File: src/rtl/pwm_config_controller_if.sv
// rtl/pwm_config_controller_if.sv - SPI pins and PWM channel signals of the PWM config controller
interface pwm_config_controller_if;
  logic        _CS;
  logic        SCLK;
  logic        MOSI;
  logic        MISO;
  logic [3:0]  PeriodEnd;
  logic [31:0] DutyOut;
  logic [3:0]  EnableOut;
  logic [3:0]  Pending;

  modport slave (
    input  _CS, SCLK, MOSI, PeriodEnd,
    output MISO, DutyOut, EnableOut, Pending
  );

  modport master (
    output _CS, SCLK, MOSI, PeriodEnd,
    input  MISO, DutyOut, EnableOut, Pending
  );
endinterface

File: src/rtl/pwm_config_controller.sv
// rtl/pwm_config_controller.sv - SPI command decoder and shadowed duty register file for four PWM channels
module pwm_config_controller #(
  parameter int         SYNC_STAGES = 2,
  parameter logic [7:0] DUTY_RESET  = 8'h00
) (
  input logic                     CLK,
  input logic                     _RST,
  pwm_config_controller_if.slave  bus
);

  localparam logic [1:0] IDLE = 2'd0;
  localparam logic [1:0] CMD  = 2'd1;
  localparam logic [1:0] DATA = 2'd2;
  localparam logic [1:0] DONE = 2'd3;

  // _CS and SCLK carry one extra stage so the last two synchronized samples can be compared
  logic [SYNC_STAGES:0]   cs_sr;
  logic [SYNC_STAGES:0]   sclk_sr;
  logic [SYNC_STAGES-1:0] mosi_sr;

  logic cs_fall, cs_rise, sclk_rise, sclk_fall, mosi_s;

  logic [1:0] state;
  logic [2:0] bit_cnt;
  logic [6:0] shift;
  logic       rw_q;
  logic [3:0] addr_q;
  logic [7:0] miso_sr;
  logic       wr_pend;
  logic [7:0] wr_data;
  logic [3:0] cmd_addr;
  logic [7:0] rd_val;

  logic [7:0] shadow [4];
  logic [7:0] active [4];
  logic [3:0] pend;
  logic [3:0] en;

  // Input synchronizers; idle values keep a reset from looking like a _CS fall or SCLK edge
  always_ff @(posedge CLK or negedge _RST) begin
    if (!_RST) begin
      cs_sr   <= '1;
      sclk_sr <= '0;
      mosi_sr <= '0;
    end else begin
      cs_sr   <= {cs_sr[SYNC_STAGES-1:0], bus._CS};
      sclk_sr <= {sclk_sr[SYNC_STAGES-1:0], bus.SCLK};
      mosi_sr <= {mosi_sr[SYNC_STAGES-2:0], bus.MOSI};
    end
  end

  assign cs_fall   = !cs_sr[SYNC_STAGES-1] &&  cs_sr[SYNC_STAGES];
  assign cs_rise   =  cs_sr[SYNC_STAGES-1] && !cs_sr[SYNC_STAGES];
  assign sclk_rise =  sclk_sr[SYNC_STAGES-1] && !sclk_sr[SYNC_STAGES];
  assign sclk_fall = !sclk_sr[SYNC_STAGES-1] &&  sclk_sr[SYNC_STAGES];
  assign mosi_s    = mosi_sr[SYNC_STAGES-1];

  // Address being completed by the 8th rise; the read value is captured from it at that moment
  assign cmd_addr = {shift[2:0], mosi_s};

  // Read mux over the register map; duty addresses return the shadow copy
  always_comb begin
    rd_val = 8'h00;
    case (cmd_addr)
      4'd0, 4'd1, 4'd2, 4'd3: rd_val = shadow[cmd_addr[1:0]];
      4'd4:                   rd_val = {4'b0000, en};
      4'd5:                   rd_val = {4'b0000, pend};
      default:                rd_val = 8'h00;
    endcase
  end

  // Frame decoder; the first fall after the command byte is skipped so bit 7 is still on MISO at rise 9
  always_ff @(posedge CLK or negedge _RST) begin
    if (!_RST) begin
      state   <= IDLE;
      bit_cnt <= 3'd0;
      shift   <= 7'd0;
      rw_q    <= 1'b0;
      addr_q  <= 4'd0;
      miso_sr <= 8'd0;
      wr_pend <= 1'b0;
      wr_data <= 8'd0;
    end else begin
      wr_pend <= 1'b0;
      if (cs_rise) begin
        state   <= IDLE;
        bit_cnt <= 3'd0;
      end else begin
        case (state)
          IDLE: begin
            if (cs_fall) begin
              state   <= CMD;
              bit_cnt <= 3'd0;
            end
          end
          CMD: begin
            if (sclk_rise) begin
              shift   <= {shift[5:0], mosi_s};
              bit_cnt <= bit_cnt + 3'd1;
              if (bit_cnt == 3'd7) begin
                rw_q    <= shift[6];
                addr_q  <= cmd_addr;
                miso_sr <= rd_val;
                state   <= DATA;
              end
            end
          end
          DATA: begin
            if (sclk_rise) begin
              shift   <= {shift[5:0], mosi_s};
              bit_cnt <= bit_cnt + 3'd1;
              if (bit_cnt == 3'd7) begin
                wr_pend <= rw_q;
                wr_data <= {shift, mosi_s};
                state   <= DONE;
              end
            end else if (sclk_fall && bit_cnt != 3'd0) begin
              miso_sr <= {miso_sr[6:0], 1'b0};
            end
          end
          DONE: begin
            state <= DONE;
          end
          default: state <= IDLE;
        endcase
      end
    end
  end

  // Register file: a write and a period boundary in the same cycle transfer the old shadow and keep Pending set
  always_ff @(posedge CLK or negedge _RST) begin
    if (!_RST) begin
      for (int n = 0; n < 4; n++) begin
        shadow[n] <= DUTY_RESET;
        active[n] <= DUTY_RESET;
      end
      pend <= 4'd0;
      en   <= 4'd0;
    end else begin
      for (int n = 0; n < 4; n++) begin
        if (bus.PeriodEnd[n] && pend[n]) begin
          active[n] <= shadow[n];
        end
        if (wr_pend && addr_q == 4'(n)) begin
          shadow[n] <= wr_data;
          pend[n]   <= 1'b1;
        end else if (bus.PeriodEnd[n] && pend[n]) begin
          pend[n] <= 1'b0;
        end
      end
      if (wr_pend && addr_q == 4'd4) begin
        en <= wr_data[3:0];
      end
    end
  end

  assign bus.MISO      = (state == DATA && !rw_q) ? miso_sr[7] : 1'b0;
  assign bus.DutyOut   = {active[3], active[2], active[1], active[0]};
  assign bus.EnableOut = en;
  assign bus.Pending   = pend;

endmodule
File: src/flat_wrapper.sv
// flat-port wrapper written by rule: the top's interface ports become plain ports
module pwm_config_controller_flat 
#(
  parameter int         SYNC_STAGES = 2,
  parameter logic [7:0] DUTY_RESET  = 8'h00
)
  (CLK, _RST, bus__CS, bus_SCLK, bus_MOSI, bus_PeriodEnd, bus_MISO, bus_DutyOut, bus_EnableOut, bus_Pending);
  pwm_config_controller_if bus_i ();
  input logic CLK;
  input logic _RST;
  input wire logic [$bits(bus_i._CS)-1:0] bus__CS;
  input wire logic [$bits(bus_i.SCLK)-1:0] bus_SCLK;
  input wire logic [$bits(bus_i.MOSI)-1:0] bus_MOSI;
  input wire logic [$bits(bus_i.PeriodEnd)-1:0] bus_PeriodEnd;
  output wire logic [$bits(bus_i.MISO)-1:0] bus_MISO;
  output wire logic [$bits(bus_i.DutyOut)-1:0] bus_DutyOut;
  output wire logic [$bits(bus_i.EnableOut)-1:0] bus_EnableOut;
  output wire logic [$bits(bus_i.Pending)-1:0] bus_Pending;
  assign bus_i._CS = bus__CS;
  assign bus_i.SCLK = bus_SCLK;
  assign bus_i.MOSI = bus_MOSI;
  assign bus_i.PeriodEnd = bus_PeriodEnd;
  assign bus_MISO = bus_i.MISO;
  assign bus_DutyOut = bus_i.DutyOut;
  assign bus_EnableOut = bus_i.EnableOut;
  assign bus_Pending = bus_i.Pending;
  pwm_config_controller #(.SYNC_STAGES(SYNC_STAGES), .DUTY_RESET(DUTY_RESET)) u_core (.CLK(CLK), ._RST(_RST), .bus(bus_i));
endmodule
File: config.mk
export PLATFORM = sky130hd
export DESIGN_NAME = pwm_config_controller_flat
export DESIGN_NICKNAME = d
export VERILOG_FILES = /design/src/rtl/pwm_config_controller_if.sv /design/src/rtl/pwm_config_controller.sv /design/src/flat_wrapper.sv
export SDC_FILE = /design/constraint.sdc
export NUM_CORES = 1
export LEC_CHECK = 0
export ABC_AREA = 1
export CELL_PAD_IN_SITES_DETAIL_PLACEMENT = 1
export CELL_PAD_IN_SITES_GLOBAL_PLACEMENT = 1
export CORE_MARGIN = 2
export CORE_UTILIZATION = 45
export CTS_CLUSTER_SIZE = 12
export DETAILED_ROUTE_END_ITERATION = 8
export DONT_BUFFER_PORTS = 1
export GPL_ROUTABILITY_DRIVEN = 0
export PLACE_DENSITY_LB_ADDON = 0.1
export SYNTH_ARGS = -nofsm -noshare
export SYNTH_HDL_FRONTEND = slang
export SYNTH_SLANG_ARGS = --single-unit
File: constraint.sdc
create_clock -name CLK -period 4.6 [get_ports CLK]
set_input_delay 0.46 -clock CLK [delete_from_list [all_inputs] [get_ports CLK]]
set_output_delay 0.46 -clock CLK [all_outputs]
set_load 0.005 [all_outputs]
After elaboration in Yosys (flattened, before gate mapping)
Cells that the tools add are included.

storage, ports and cells
  bits in registers = 114
  input port bits = 9
  output and inout bits = 41
  logic and storage cells = 122

operators by class
  add/subtract/negate cells = 1
  magnitude comparators = 1
  equality and inequality tests = 23
  mux-type cells = 33
  bitwise gates (word level) = 2
  reductions and logical operators = 38

operator list
  kind                count
  $mux 8              6
  $pmux 8 s3          1
  $ne 3x1->1 const B  6
  $bmux 8 s2          1
  $eq 4x2->1 const B  4
  $pmux 8 s2          1
  $logic_and 1x1->1   15
  $mux 1              13
  $eq 4x3->1 const B  3
  $mux 2              6
  $reduce_bool 2->1   5
  $mux 3              3
  $eq 4x1->1 const B  2
  $logic_not 4->1     2
  $pmux 2 s4          1
  $reduce_and 4->1    2
  $ne 2x1->1 const B  3
  $pmux 3 s2          1
  $reduce_and 3->1    2
  $reduce_and 6->1    1
  $reduce_bool 3->1   2
  $logic_not 1->1     5
  $reduce_and 5->1    1
  $eq 2x2->1 const B  2
  other kinds (10)    10

Longest topological paths before layout
  word-level depth = 8
  depth in mapped cells = 10
  gate-level depth less buffers = 9

Worst setup path before layout
OpenSTA, ideal clock, no wires.

  kind = register to register
  start = register u_core.bit_cnt[0]
  end = register u_core.miso_sr[4]
  setup time = 116 ps
  arrival = 1,329 ps
  setup slack = 3,155 ps
  stages on the path, launching flop included = 9
  buffers on the path = 0
  period minus slack after synthesis = 1,445 ps
  cell sequence = dfrtp_1 > ha_1 > ha_1 > nand3_4 > nand2_2 > nand3_4 > inv_1 > nand2_1 > nand2_1

on the way
  longest elaborated chain between the ends = 4
  elaborated cells on any way between the ends = 6

RTL lines
  item                                 RTL line                      source
  start, declared                      pwm_config_controller.sv:24   logic [2:0] bit_cnt;
  start signal, assigned               pwm_config_controller.sv:99   bit_cnt <= bit_cnt + 3'd1;
  start signal, assigned               pwm_config_controller.sv:111  bit_cnt <= bit_cnt + 3'd1;
  $reduce_bool 3->1                    pwm_config_controller.sv:117  end else if (sclk_fall && bit_cnt != 3'd0) begin
  $logic_and 1x1->1                    pwm_config_controller.sv:117
  $ne 2x1->1 (no source line)          -
  $reduce_and 6->1 (no source line) *  -
  end signal, assigned                 pwm_config_controller.sv:103  miso_sr <= rd_val;
  end signal, assigned                 pwm_config_controller.sv:118  miso_sr <= {miso_sr[6:0], 1'b0};
  end, declared                        pwm_config_controller.sv:28   logic [7:0] miso_sr;

Mark *: on every way between the ends. The rest lies on a longest branch, timed or not.
A chain may end at the register's enable or synchronous reset.

Worst setup path in the final report
  start = register u_core.state[0]
  end = output port bus_MISO

on the way
  longest elaborated chain between the ends = 3

RTL lines
  item                    RTL line                      source
  start, declared         pwm_config_controller.sv:23   logic [1:0] state;
  start signal, assigned  pwm_config_controller.sv:75   state <= IDLE;
  start signal, assigned  pwm_config_controller.sv:86   state <= IDLE;
  start signal, assigned  pwm_config_controller.sv:92   state <= CMD;
  $eq 2x2->1              pwm_config_controller.sv:157  assign bus.MISO = (state == DATA && !rw_q) ? miso_sr[7] : 1'b0;
  $logic_and 1x1->1       pwm_config_controller.sv:157
  $mux 1                  pwm_config_controller.sv:157
  end, declared           flat_wrapper.sv:15            output wire logic [$bits(bus_i.MISO)-1:0] bus_MISO;

Every way passes these cells.

==> out/qor.txt <==
Async SR Flop Fraction: 1.00
CTS max path bufs: 2
clock sink count: 114
Starting DRT DRC Count: 183
Worst Path Arrival: 1.66 ns
Setup crit end kind: output port
type of the worst setup path: register to output port
CTS tree: done
initial antenna violation count: 0
grt total ovfl: 0
# diodes: 0
Setup crit start: u_core.state[0]
Setup Viol. Count Final: 0
NumNets Final: 546
global-route wire length before repair: 19900 µm
DP Worst Slack: 2.52 ns
Post-synth top cells: nand2_1 (203), dfrtp_1 (111), inv_1 (41), o21ai_0 (40), mux2_2 (32)
vias in the first global route: 3727
setup ws final: 2.48 ns
min-delay worst type: input port to asynchronous set/reset pin
RSZ-0062 raised after global routing: no
Synth area leader: dfrtp_1
Port-buffer cells: 0
Synth Area in XOR/XNOR: 0
final WL: 12300 µm
Worst R2R Start: u_core.state[0]
fin. max-slew vios: 0
share of layout cells above drive strength 1: 0.197
WP data required: 4.14 ns
post-CTS sizing: 0
mux cell area share after synthesis: 0.0708
largest family of logic cells by synthesized area: simple AND/OR/NAND/NOR gates
CTS buffer count: 17
drc violations: 0
via count: 3537
final worst path period share: 0.460
most frequent cell after synthesis: nand2_1
Top delay family on crit path: adder cells
Post-Syn Area: 5090 µm²
Max Cap Violations: 0
initial core utilization: 0.465
Mapped Cells: 520
area fraction in compound gates after synthesis: 0.0829
sequential area share after synthesis: 0.561
worst-case clock skew: 0.00855 ns
Buf/Inv on CP: 1
Post-synth EDFFs: 0
Leakage Power: 0.00287 µW
clock root buffer: clkbuf_16
worst-path cell chain: inv_1 -> ha_1 -> nand2_1 -> nor2_1
num rows: 38
mean routed wirelength per cell: 18.0 µm
dpl hpwl: 8580 µm
Synth top area share: 0.546
Die H: 110 µm
Critical Path Start Type: register
die area: 12200 µm²
Die W: 110 µm
syn avg cell area: 9.79 µm²
Yosys reg bits: 114
Yosys cell types: 28
ys flop type: dfrtp_1
Max VDD drop: 0.285 mV
largest net degree at the start of global routing: 115
vias per cell: 5.19
fmax: 472 MHz
Final Hold Vio Count: 0
worst skew pair latency: 0.41 ns
TNS Setup: 0 ns
Core Footprint: 10900 µm²
Power Density: 510 nW/µm²
Synth warnings: 0
Worst path max stage delay: 0.45 ns
Tmin final: 2.12 ns
worst slew pin tran: 0.793 ns
simple-gate area share of the yosys netlist: 0.214
post-route ant nets: 0
clock-pin slew on the worst setup and hold paths: 0.05 ns
CP max-delay cell: ha_1
Synthesized Nets: 537
Slew HR: 0.469
post-synthesis adder-cell area fraction: 0.0197
I/O pins: 50
crit path max fanout: 12
Initial DRT Pass Iterations: 4
leading post-synthesis cells by cell area: dfrtp_1 (55%), nand2_1 (15%), mux2_2 (7.1%)
GRT Total Usage: 0.228
P&R area growth vs syn: 14.4%
htree depth: 4
status: complete, no violations
[worst reg2reg max path, stage by stage, from the launching register on]
cell	delay (ns)
dfrtp_1	0.43
inv_1	0.11
ha_1	0.45
inv_1	0.19
nor3_4	0.55
o21ai_0	0.19
[flip-flops by register name (all words and copies together) (netlist names)]
name	flops
u_core.rw_q	1
u_core.sclk_sr	3
u_core.wr_data	8
u_core.bus.EnableOut	4
u_core.shift	7
u_core.bus.Pending	4
u_core.shadow	32
u_core.wr_pend	1
u_core.bus.DutyOut	32
u_core.mosi_sr	2
u_core.bit_cnt	3
u_core.miso_sr	8
u_core.addr_q	4
u_core.cs_sr	3
u_core.state	2
[through the flow]
| stage | cell area [µm²] | util | hold slack [ns] | cells | power (µW) |
|---|---|---|---|---|---|
| after floorplan | 5090 | - | 0.164 | 520 | 1470 |
| after CTS | 5820 | 0.532 | 0.0221 | 682 | 3010 |
| after global routing | 5820 | 0.532 | 0.0316 | 682 | 3120 |
| after detailed placement | 5170 | 0.472 | 0.167 | 649 | 1580 |
| after global placement | 5170 | 0.472 | 0.167 | 649 | 1560 |
| final | 5820 | 0.532 | 0.00648 | 682 | 2970 |
[layout by cell type (no fill, tap or decap), drive strengths merged]
master	n
a21oi	2
buf	1
bufinv	4
clkbuf	22
clkinv	4
clkinvlp	2
dfrtp	111
dfstp	3
ha	8
inv	43
mux2	32
nand2	204
nand3	15
nand4	6
nor2	15
nor3	2
nor4	1
o211ai	1
o21ai	65
or2	1
[power breakdown]
group / internal [µW] / leakage (µW) / switching, µW
Sequential: 1070 / 0.00156 / 71.4
Combinational: 125 / 0.00101 / 315
Clock: 944 / 0.000306 / 447
[worst paths after layout]
| check | to | slack, ns | cells after the start |
|---|---|---|---|
| hold reg to reg | u_core.cs_sr[1] | 0.35 | 0 |
| setup reg to reg | u_core.wr_data[0] | 2.54 | 5 |
| max in group asynchronous | u_core.cs_sr[1] | 4.18 | 1 |
| min in group CLK | u_core.cs_sr[0] | 0.04 | 0 |
| setup / recovery | bus_MISO | 2.48 | 4 |
| hold / removal | u_core.bus.DutyOut[1] | 0.006 | 1 |
[kinds of logic after synthesis]
family | after synthesis
AND/OR/NAND/NOR | 244
adder cells (fa/ha/maj) | 8
flip-flops | 114
multiplexers | 32
AO/OA/AOI/OAI | 68
buffers and inverters | 54
[final cells by class]
| type | count | area (µm²) |
|---|---|---|
| clock buffers | 22 | 474 |
| clock inverters | 10 | 155 |
| fillers | 1243 | 5110 |
| inverters | 43 | 161 |
| multi-input cells | 352 | 1970 |
| flip-flops and latches | 114 | 2860 |
| well taps | 140 | 175 |
| repair buffers | 1 | 27.5 |
[repair_timing]
action	CTS	global route
setup buffers	0	0
hold buffers	1	0
hold endpoints to repair	114	0
[routing by layer]
layer	part of all wire	GRT usage	vias to the layer above	wire (µm)
met5	0	0	-	0
met4	0.017	0.0911	0	203
met3	0.035	0.0535	15	433
met2	0.49	0.366	50	5980
met1	0.46	0.298	1772	5660
li1	-	-	1700	-
No activity file was read; power rests on OpenSTA's default activity.
